===== config.mk =====
export PLATFORM = sky130hd
export DESIGN_NAME = hsv_color_match_flat
export DESIGN_NICKNAME = d
export VERILOG_FILES = /design/src/rtl/hsv_color_match_if.sv /design/src/rtl/hsv_color_match.sv /design/src/flat_wrapper.sv
export SDC_FILE = /design/constraint.sdc
export NUM_CORES = 1
export LEC_CHECK = 0
export ABC_AREA = 1
export CAP_MARGIN = 25
export CORE_MARGIN = 2
export CORE_UTILIZATION = 35
export DETAILED_ROUTE_END_ITERATION = 8
export GPL_TIMING_DRIVEN = 0
export HOLD_SLACK_MARGIN = 0.1
export PLACE_DENSITY = 0.59
export SYNTH_ARGS = -nofsm -noshare
export SYNTH_HDL_FRONTEND = slang
export SYNTH_SLANG_ARGS = --single-unit

===== constraint.sdc =====
create_clock -name clk -period 13 [get_ports clk]
set_input_delay 3.25 -clock clk [delete_from_list [all_inputs] [get_ports clk]]
set_output_delay 3.25 -clock clk [all_outputs]
set_load 0.05 [all_outputs]

===== src/rtl/hsv_color_match_if.sv =====
// Pixel stream bundle for hsv_color_match: camera pixels in, tagged pixels out.
interface hsv_color_match_if #(
  parameter int POS_W = 13
);
  logic             in_valid;
  logic [7:0]       in_r;
  logic [7:0]       in_g;
  logic [7:0]       in_b;
  logic [POS_W-1:0] in_row;
  logic [POS_W-1:0] in_col;
  logic             in_eof;
  logic             out_valid;
  logic             out_match;
  logic [POS_W-1:0] out_row;
  logic [POS_W-1:0] out_col;
  logic [7:0]       out_r;
  logic [7:0]       out_g;
  logic [7:0]       out_b;

  modport master (
    output in_valid, in_r, in_g, in_b, in_row, in_col, in_eof,
    input  out_valid, out_match, out_row, out_col, out_r, out_g, out_b
  );

  modport slave (
    input  in_valid, in_r, in_g, in_b, in_row, in_col, in_eof,
    output out_valid, out_match, out_row, out_col, out_r, out_g, out_b
  );
endinterface


===== src/rtl/hsv_color_match.sv =====
// RGB->HSV colour matcher with per-frame match count and bounding box (3-cycle pipeline).
// Optional macro HSV_MATCH_OVERLAY_EN paints matched pixels magenta on the output colour.
module hsv_color_match #(
  parameter int CNT_W = 20,
  parameter int POS_W = 13
) (
  input  logic                clk,
  input  logic                reset_n,
  input  logic                i_enable,
  input  logic [13:0]         i_ref_h,
  input  logic [7:0]          i_ref_s,
  input  logic [7:0]          i_ref_v,
  input  logic [9:0]          i_h_tol,
  input  logic [7:0]          i_s_tol,
  input  logic [7:0]          i_v_tol,
  hsv_color_match_if.slave    pix,
  output logic                o_frame_done,
  output logic [CNT_W-1:0]    o_match_count,
  output logic [POS_W-1:0]    o_bbox_rmin,
  output logic [POS_W-1:0]    o_bbox_rmax,
  output logic [POS_W-1:0]    o_bbox_cmin,
  output logic [POS_W-1:0]    o_bbox_cmax,
  output logic                o_bbox_valid
);

  typedef enum logic [1:0] {ST_IDLE = 2'd0, ST_RUN = 2'd1, ST_FLUSH = 2'd2} state_t;

  function automatic logic [7:0] max3(input logic [7:0] a, input logic [7:0] b, input logic [7:0] c);
    logic [7:0] m;
    m = (a >= b) ? a : b;
    return (m >= c) ? m : c;
  endfunction

  function automatic logic [7:0] min3(input logic [7:0] a, input logic [7:0] b, input logic [7:0] c);
    logic [7:0] m;
    m = (a <= b) ? a : b;
    return (m <= c) ? m : c;
  endfunction

  function automatic logic [14:0] abs15(input logic [14:0] x);
    return x[14] ? (~x + 15'd1) : x;
  endfunction

  state_t           r_state;
  logic             r_v1, r_eof1, r_v2, r_eof2, r_eof3;
  logic [POS_W-1:0] r_row1, r_col1, r_row2, r_col2;
  logic [7:0]       r_r1, r_g1, r_b1, r_max1, r_min1;
  logic [7:0]       r_r2, r_g2, r_b2, r_max2, r_diff2;
  logic [13:0]      r_h2;
  logic [CNT_W-1:0] r_cnt;
  logic             r_any;
  logic [POS_W-1:0] r_rmin, r_rmax, r_cmin, r_cmax;

  logic             w_accept;
  logic [7:0]       w_diff1;
  logic [13:0]      w_h1;
  logic [14:0]      w_dh, w_ds, w_dv;
  logic             w_match;
  logic [CNT_W-1:0] w_cnt_n;
  logic             w_any_n;
  logic [POS_W-1:0] w_rmin_n, w_rmax_n, w_cmin_n, w_cmax_n;

  assign w_accept = pix.in_valid && (r_state == ST_RUN);
  assign w_diff1  = r_max1 - r_min1;

  // Hue with R>G>B tie priority; all terms zero-extended so the 14-bit result wraps correctly negative.
  always_comb begin
    w_h1 = 14'd0;
    if (r_max1 == r_r1) begin
      w_h1 = {6'd0, r_g1} - {6'd0, r_b1};
    end else if (r_max1 == r_g1) begin
      w_h1 = {6'd0, r_b1} - {6'd0, r_r1} + {5'd0, w_diff1, 1'b0};
    end else begin
      w_h1 = {6'd0, r_r1} - {6'd0, r_g1} + {4'd0, w_diff1, 2'b0};
    end
  end

  assign w_dh    = {r_h2[13], r_h2} - {i_ref_h[13], i_ref_h};
  assign w_ds    = {7'd0, r_diff2} - {7'd0, i_ref_s};
  assign w_dv    = {7'd0, r_max2} - {7'd0, i_ref_v};
  assign w_match = r_v2 && (abs15(w_dh) <= {5'd0, i_h_tol}) &&
                   (abs15(w_ds) <= {7'd0, i_s_tol}) && (abs15(w_dv) <= {7'd0, i_v_tol});

  // Next accumulator values, including the pixel about to enter S3.
  always_comb begin
    w_cnt_n  = r_cnt;
    w_any_n  = r_any;
    w_rmin_n = r_rmin;
    w_rmax_n = r_rmax;
    w_cmin_n = r_cmin;
    w_cmax_n = r_cmax;
    if (w_match) begin
      if (r_cnt != {CNT_W{1'b1}}) begin
        w_cnt_n = r_cnt + {{(CNT_W-1){1'b0}}, 1'b1};
      end else begin
        w_cnt_n = r_cnt;
      end
      w_any_n = 1'b1;
      if (!r_any) begin
        w_rmin_n = r_row2;
        w_rmax_n = r_row2;
        w_cmin_n = r_col2;
        w_cmax_n = r_col2;
      end else begin
        w_rmin_n = (r_row2 < r_rmin) ? r_row2 : r_rmin;
        w_rmax_n = (r_row2 > r_rmax) ? r_row2 : r_rmax;
        w_cmin_n = (r_col2 < r_cmin) ? r_col2 : r_cmin;
        w_cmax_n = (r_col2 > r_cmax) ? r_col2 : r_cmax;
      end
    end else begin
      w_any_n = r_any;
    end
  end

  // Frame FSM: enable is only honoured at frame boundaries.
  always_ff @(posedge clk) begin
    if (!reset_n) begin
      r_state <= ST_IDLE;
    end else begin
      case (r_state)
        ST_IDLE:  r_state <= i_enable ? ST_RUN : ST_IDLE;
        ST_RUN:   r_state <= (w_accept && pix.in_eof && !i_enable) ? ST_FLUSH : ST_RUN;
        ST_FLUSH: r_state <= (pix.out_valid && r_eof3) ? ST_IDLE : ST_FLUSH;
        default:  r_state <= ST_IDLE;
      endcase
    end
  end

  // Three-stage pixel pipeline.
  always_ff @(posedge clk) begin
    if (!reset_n) begin
      r_v1 <= 1'b0;  r_eof1 <= 1'b0;  r_row1 <= '0;  r_col1 <= '0;
      r_r1 <= 8'd0;  r_g1 <= 8'd0;    r_b1 <= 8'd0;  r_max1 <= 8'd0;  r_min1 <= 8'd0;
      r_v2 <= 1'b0;  r_eof2 <= 1'b0;  r_row2 <= '0;  r_col2 <= '0;
      r_r2 <= 8'd0;  r_g2 <= 8'd0;    r_b2 <= 8'd0;  r_max2 <= 8'd0;  r_diff2 <= 8'd0;
      r_h2 <= 14'd0;
      r_eof3 <= 1'b0;
      pix.out_valid <= 1'b0;  pix.out_match <= 1'b0;
      pix.out_row <= '0;      pix.out_col <= '0;
      pix.out_r <= 8'd0;      pix.out_g <= 8'd0;  pix.out_b <= 8'd0;
    end else begin
      r_v1   <= w_accept;
      r_eof1 <= w_accept && pix.in_eof;
      r_row1 <= pix.in_row;
      r_col1 <= pix.in_col;
      r_r1   <= pix.in_r;
      r_g1   <= pix.in_g;
      r_b1   <= pix.in_b;
      r_max1 <= max3(pix.in_r, pix.in_g, pix.in_b);
      r_min1 <= min3(pix.in_r, pix.in_g, pix.in_b);
      r_v2    <= r_v1;
      r_eof2  <= r_eof1;
      r_row2  <= r_row1;
      r_col2  <= r_col1;
      r_r2    <= r_r1;
      r_g2    <= r_g1;
      r_b2    <= r_b1;
      r_max2  <= r_max1;
      r_diff2 <= w_diff1;
      r_h2    <= w_h1;
      r_eof3        <= r_eof2;
      pix.out_valid <= r_v2;
      pix.out_match <= w_match;
      pix.out_row   <= r_row2;
      pix.out_col   <= r_col2;
`ifdef HSV_MATCH_OVERLAY_EN
      pix.out_r <= w_match ? 8'hFF : r_r2;
      pix.out_g <= w_match ? 8'h00 : r_g2;
      pix.out_b <= w_match ? 8'hFF : r_b2;
`else
      pix.out_r <= r_r2;
      pix.out_g <= r_g2;
      pix.out_b <= r_b2;
`endif
    end
  end

  // Frame statistics: publish alongside the eof pixel's out_valid, then restart.
  always_ff @(posedge clk) begin
    if (!reset_n) begin
      r_cnt <= '0;  r_any <= 1'b0;
      r_rmin <= '0; r_rmax <= '0; r_cmin <= '0; r_cmax <= '0;
      o_frame_done <= 1'b0;  o_match_count <= '0;  o_bbox_valid <= 1'b0;
      o_bbox_rmin <= '0; o_bbox_rmax <= '0; o_bbox_cmin <= '0; o_bbox_cmax <= '0;
    end else if (r_v2 && r_eof2) begin
      o_frame_done  <= 1'b1;
      o_match_count <= w_cnt_n;
      o_bbox_valid  <= w_any_n;
      o_bbox_rmin   <= w_rmin_n;
      o_bbox_rmax   <= w_rmax_n;
      o_bbox_cmin   <= w_cmin_n;
      o_bbox_cmax   <= w_cmax_n;
      r_cnt <= '0;  r_any <= 1'b0;
      r_rmin <= '0; r_rmax <= '0; r_cmin <= '0; r_cmax <= '0;
    end else begin
      o_frame_done <= 1'b0;
      r_cnt  <= w_cnt_n;
      r_any  <= w_any_n;
      r_rmin <= w_rmin_n;
      r_rmax <= w_rmax_n;
      r_cmin <= w_cmin_n;
      r_cmax <= w_cmax_n;
    end
  end

endmodule


===== src/flat_wrapper.sv =====
// flat-port wrapper written by rule: the top's interface ports become plain ports
module hsv_color_match_flat 
#(
  parameter int CNT_W = 20,
  parameter int POS_W = 13
)
  (clk, reset_n, i_enable, i_ref_h, i_ref_s, i_ref_v, i_h_tol, i_s_tol, i_v_tol, o_frame_done, o_match_count, o_bbox_rmin, o_bbox_rmax, o_bbox_cmin, o_bbox_cmax, o_bbox_valid, pix_in_valid, pix_in_r, pix_in_g, pix_in_b, pix_in_row, pix_in_col, pix_in_eof, pix_out_valid, pix_out_match, pix_out_row, pix_out_col, pix_out_r, pix_out_g, pix_out_b);
  hsv_color_match_if #(.POS_W(POS_W)) pix_i ();
  input  logic clk;
  input  logic reset_n;
  input  logic i_enable;
  input  logic [13:0] i_ref_h;
  input  logic [7:0] i_ref_s;
  input  logic [7:0] i_ref_v;
  input  logic [9:0] i_h_tol;
  input  logic [7:0] i_s_tol;
  input  logic [7:0] i_v_tol;
  output logic o_frame_done;
  output logic [CNT_W-1:0] o_match_count;
  output logic [POS_W-1:0] o_bbox_rmin;
  output logic [POS_W-1:0] o_bbox_rmax;
  output logic [POS_W-1:0] o_bbox_cmin;
  output logic [POS_W-1:0] o_bbox_cmax;
  output logic o_bbox_valid;
  input wire logic [$bits(pix_i.in_valid)-1:0] pix_in_valid;
  input wire logic [$bits(pix_i.in_r)-1:0] pix_in_r;
  input wire logic [$bits(pix_i.in_g)-1:0] pix_in_g;
  input wire logic [$bits(pix_i.in_b)-1:0] pix_in_b;
  input wire logic [$bits(pix_i.in_row)-1:0] pix_in_row;
  input wire logic [$bits(pix_i.in_col)-1:0] pix_in_col;
  input wire logic [$bits(pix_i.in_eof)-1:0] pix_in_eof;
  output wire logic [$bits(pix_i.out_valid)-1:0] pix_out_valid;
  output wire logic [$bits(pix_i.out_match)-1:0] pix_out_match;
  output wire logic [$bits(pix_i.out_row)-1:0] pix_out_row;
  output wire logic [$bits(pix_i.out_col)-1:0] pix_out_col;
  output wire logic [$bits(pix_i.out_r)-1:0] pix_out_r;
  output wire logic [$bits(pix_i.out_g)-1:0] pix_out_g;
  output wire logic [$bits(pix_i.out_b)-1:0] pix_out_b;
  assign pix_i.in_valid = pix_in_valid;
  assign pix_i.in_r = pix_in_r;
  assign pix_i.in_g = pix_in_g;
  assign pix_i.in_b = pix_in_b;
  assign pix_i.in_row = pix_in_row;
  assign pix_i.in_col = pix_in_col;
  assign pix_i.in_eof = pix_in_eof;
  assign pix_out_valid = pix_i.out_valid;
  assign pix_out_match = pix_i.out_match;
  assign pix_out_row = pix_i.out_row;
  assign pix_out_col = pix_i.out_col;
  assign pix_out_r = pix_i.out_r;
  assign pix_out_g = pix_i.out_g;
  assign pix_out_b = pix_i.out_b;
  hsv_color_match #(.CNT_W(CNT_W), .POS_W(POS_W)) u_core (.clk(clk), .reset_n(reset_n), .i_enable(i_enable), .i_ref_h(i_ref_h), .i_ref_s(i_ref_s), .i_ref_v(i_ref_v), .i_h_tol(i_h_tol), .i_s_tol(i_s_tol), .i_v_tol(i_v_tol), .pix(pix_i), .o_frame_done(o_frame_done), .o_match_count(o_match_count), .o_bbox_rmin(o_bbox_rmin), .o_bbox_rmax(o_bbox_rmax), .o_bbox_cmin(o_bbox_cmin), .o_bbox_cmax(o_bbox_cmax), .o_bbox_valid(o_bbox_valid));
endmodule

==> out/summary.txt <==
outcome: completed
CTS Hold Buffers Added: 0
Die Wd: 245 µm
vias after detailed routing: 18971
Root Buffer: clkbuf_16
cell count after placement: 4015
Post-synth EDFFs: 0
cell taking the most area after synthesis: dfxtp_1
Main synth FF type: dfxtp_1
Yosys warnings: 0
Crit. End Element: flop
post-synth cell types: 48
Initial DRC Count: 1107
Hold Vio Cnt, Final: 0
Tot Pwr: 3.75 mW
Post-DRT Antenna Nets: 0
Max VDD drop: 0.0000993 V
Seq/Total Area, Yosys: 0.346
syn avg cell area: 6.75 µm²
Syn Nets: 3319
Crit Path Class: in -> reg
Layout Cells excl Fill: 4086
CP delay by family, top: simple AND/OR/NAND/NOR gates
Clk Latency, worst-skew pair: 570 ps
RSZ-0062 raised after global routing: false
Max Transition Viols Final: 0
# H-tree levels: 2
share of layout cells above drive strength 1: 0.0467
CTS tree: yes
Post-CTS Setup Repair Bufs: 0
asr flop ratio synth: 0
wire length per cell: 14.6 µm
synthesized flop and latch total: 352
CP bufs+invs: 6
reg2reg setup slack: 8210 ps
total gr overflow: 0
worst hold path type: reg -> reg
first-pass GRT wire length: 94500 µm
Fin Hold WS: 393 ps
Gate Count Post-Synth: 3015
critical path data required time: 13450 ps
gr usage total: 0.197
residual DRC count: 0
Clock Skews: 24.7 ps
Die H: 245 µm
largest family of logic cells by synthesized area: simple AND/OR/NAND/NOR gates
vias per cell: 4.64
I/O pin count: 237
gpl congestion: 0.916
clock sinks: 352
TritonCTS buffer count: 40
area grow syn2layout: 22.6%
Final nets: 3596
die area: 60100 µm²
drt first pass iters: 5
Worst Path Arrival: 8000 ps
vias in the first global route: 17755
core area: 57600 µm²
post-synthesis mux area share: 0
Synth Cell Area: 20400 µm²
Tmin final: 7540 ps
XOR/XNOR Fraction of Synth Area: 0.0292
Max stage delay on crit path: 470 ps
Pleak: 13.2 nW
top cell type's share of synthesized area: 0.346
Max Fclk: 133 MHz
Ant. Diodes: 0
initial antenna violation count: 3
simple-gate share of the synthesized area: 0.290
Clock transition at path regs: 60 ps
biggest regs: u_core.o_match_count: 20 flops, u_core.r_cnt: 20 flops, u_core.r_h2: 14 flops
CP max stage cell: clkdlybuf4s50_1
complex-gate fraction of the synthesized area: 0.0922
cts repair resizes: 0
startpoint types: primary input
final setup TNS: 0 ps
synth top area cells: dfxtp_1, nand2_1, ha_1, inv_1, a21oi_1
worst slew pin tran: 770 ps
Initial Util: 0.354
DRT Wirelength: 59600 µm
Pwr Density: 150 nW/µm²
max cap viols: 0
IO buf count: 235
Setup Viol. Count Final: 0
final period utilization: 0.580
Slew HR: 0.487
Clock Path Buffers: 3
post-synthesis adder-cell area fraction: 0.122
CP max FO: 10
DP HPWL: 47100 µm
pin count of the biggest net entering global routing: 15
CP most frequent cell: nand2_1
num rows: 88
-- Yosys cell counts (4+ instances only) --
cell type,count
a21o_1,5
a21oi_1,185
buf_1,5
buf_2,19
buf_4,7
buf_6,4
clkbuf_1,57
dfxtp_1,352
fa_1,9
ha_1,184
inv_1,517
inv_2,9
nand2_1,1053
nand2_2,25
nand3_1,171
nand3b_1,5
nand4_1,44
nor2_1,82
nor3_1,19
nor4_1,6
o211ai_1,20
o21ai_0,111
o21bai_1,5
or2_2,17
xnor2_1,24
xor2_1,44
-- layer usage --
metal / wire (µm) / vias to the layer above / track usage
li1: - / 9971 / -
met1: 29700 / 8460 / 0.283
met2: 25200 / 458 / 0.305
met3: 3450 / 78 / 0.0353
met4: 1270 / 4 / 0.0484
met5: 20 / - / 0
-- power breakdown --
part | switching, mW | internal, mW | total, mW | leakage (nW)
combinational | 0.931 | 0.535 | 1.47 | 9.65
clock | 0.480 | 0.637 | 1.12 | 0.628
sequential | 0.0361 | 1.13 | 1.17 | 2.87
total | 1.45 | 2.31 | 3.75 | 13.2
-- cell type report --
class / instances / area [µm²]
Timing Repair Buffer: 235 / 2350
Tap cell: 765 / 957
Sequential cell: 352 / 7050
Fill cell: 6048 / 32600
Buffer: 95 / 474
Multi-Input combinational cell: 2041 / 10900
Clock buffer: 53 / 1130
Clock inverter: 18 / 159
Inverter: 527 / 1980
-- cell families after synthesis --
| logic type | count (synthesis) |
|---|---|
| simple gates | 1432 |
| buf+inv | 622 |
| flops | 352 |
| compound gates | 348 |
| fa+ha+maj | 193 |
| xor+xnor | 68 |
-- placed cells by master, fill, tap and decap left out, types with 20 or more instances in the layout --
cell,instances
dfxtp_1,352
clkbuf_1,62
nand2_2,25
nor2_1,82
nand2_1,1053
inv_1,517
nand3_1,171
xnor2_1,24
xor2_1,44
clkdlybuf4s50_1,235
o21ai_0,111
a21oi_1,185
nand4_1,44
ha_1,184
clkbuf_16,40
o211ai_1,20
-- worst reg2reg max path, delay by kind of cell, from the launching register on --
kind | cells | cell delay [ps]
flops | 1 | 300
simple gates | 25 | 2340
buf+inv | 6 | 770
fa+ha+maj | 3 | 890
compound gates | 2 | 250
xor+xnor | 1 | 140
-- final timing paths --
kind,start,to,cells after the start
max,i_ref_h[0],u_core.o_bbox_cmax[5],37
min,u_core.r_v1,u_core.r_v2,2
max reg2reg,u_core.r_h2[0],u_core.o_bbox_cmax[5],37
min reg2reg,u_core.r_v1,u_core.r_v2,2
-- metrics by stage --
step | instance area (µm²) | utilization | setup slack, ps
3_5_place_dp | 23700 | 0.411 | 4860
6_report | 25000 | 0.434 | 5460
3_3_place_gp | 23700 | 0.411 | 4860
4_1_cts | 25000 | 0.434 | 5440
5_1_grt | 25000 | 0.434 | 4970
2_1_floorplan | 20400 | - | 6220
No activity file was read; power rests on OpenSTA's default activity.
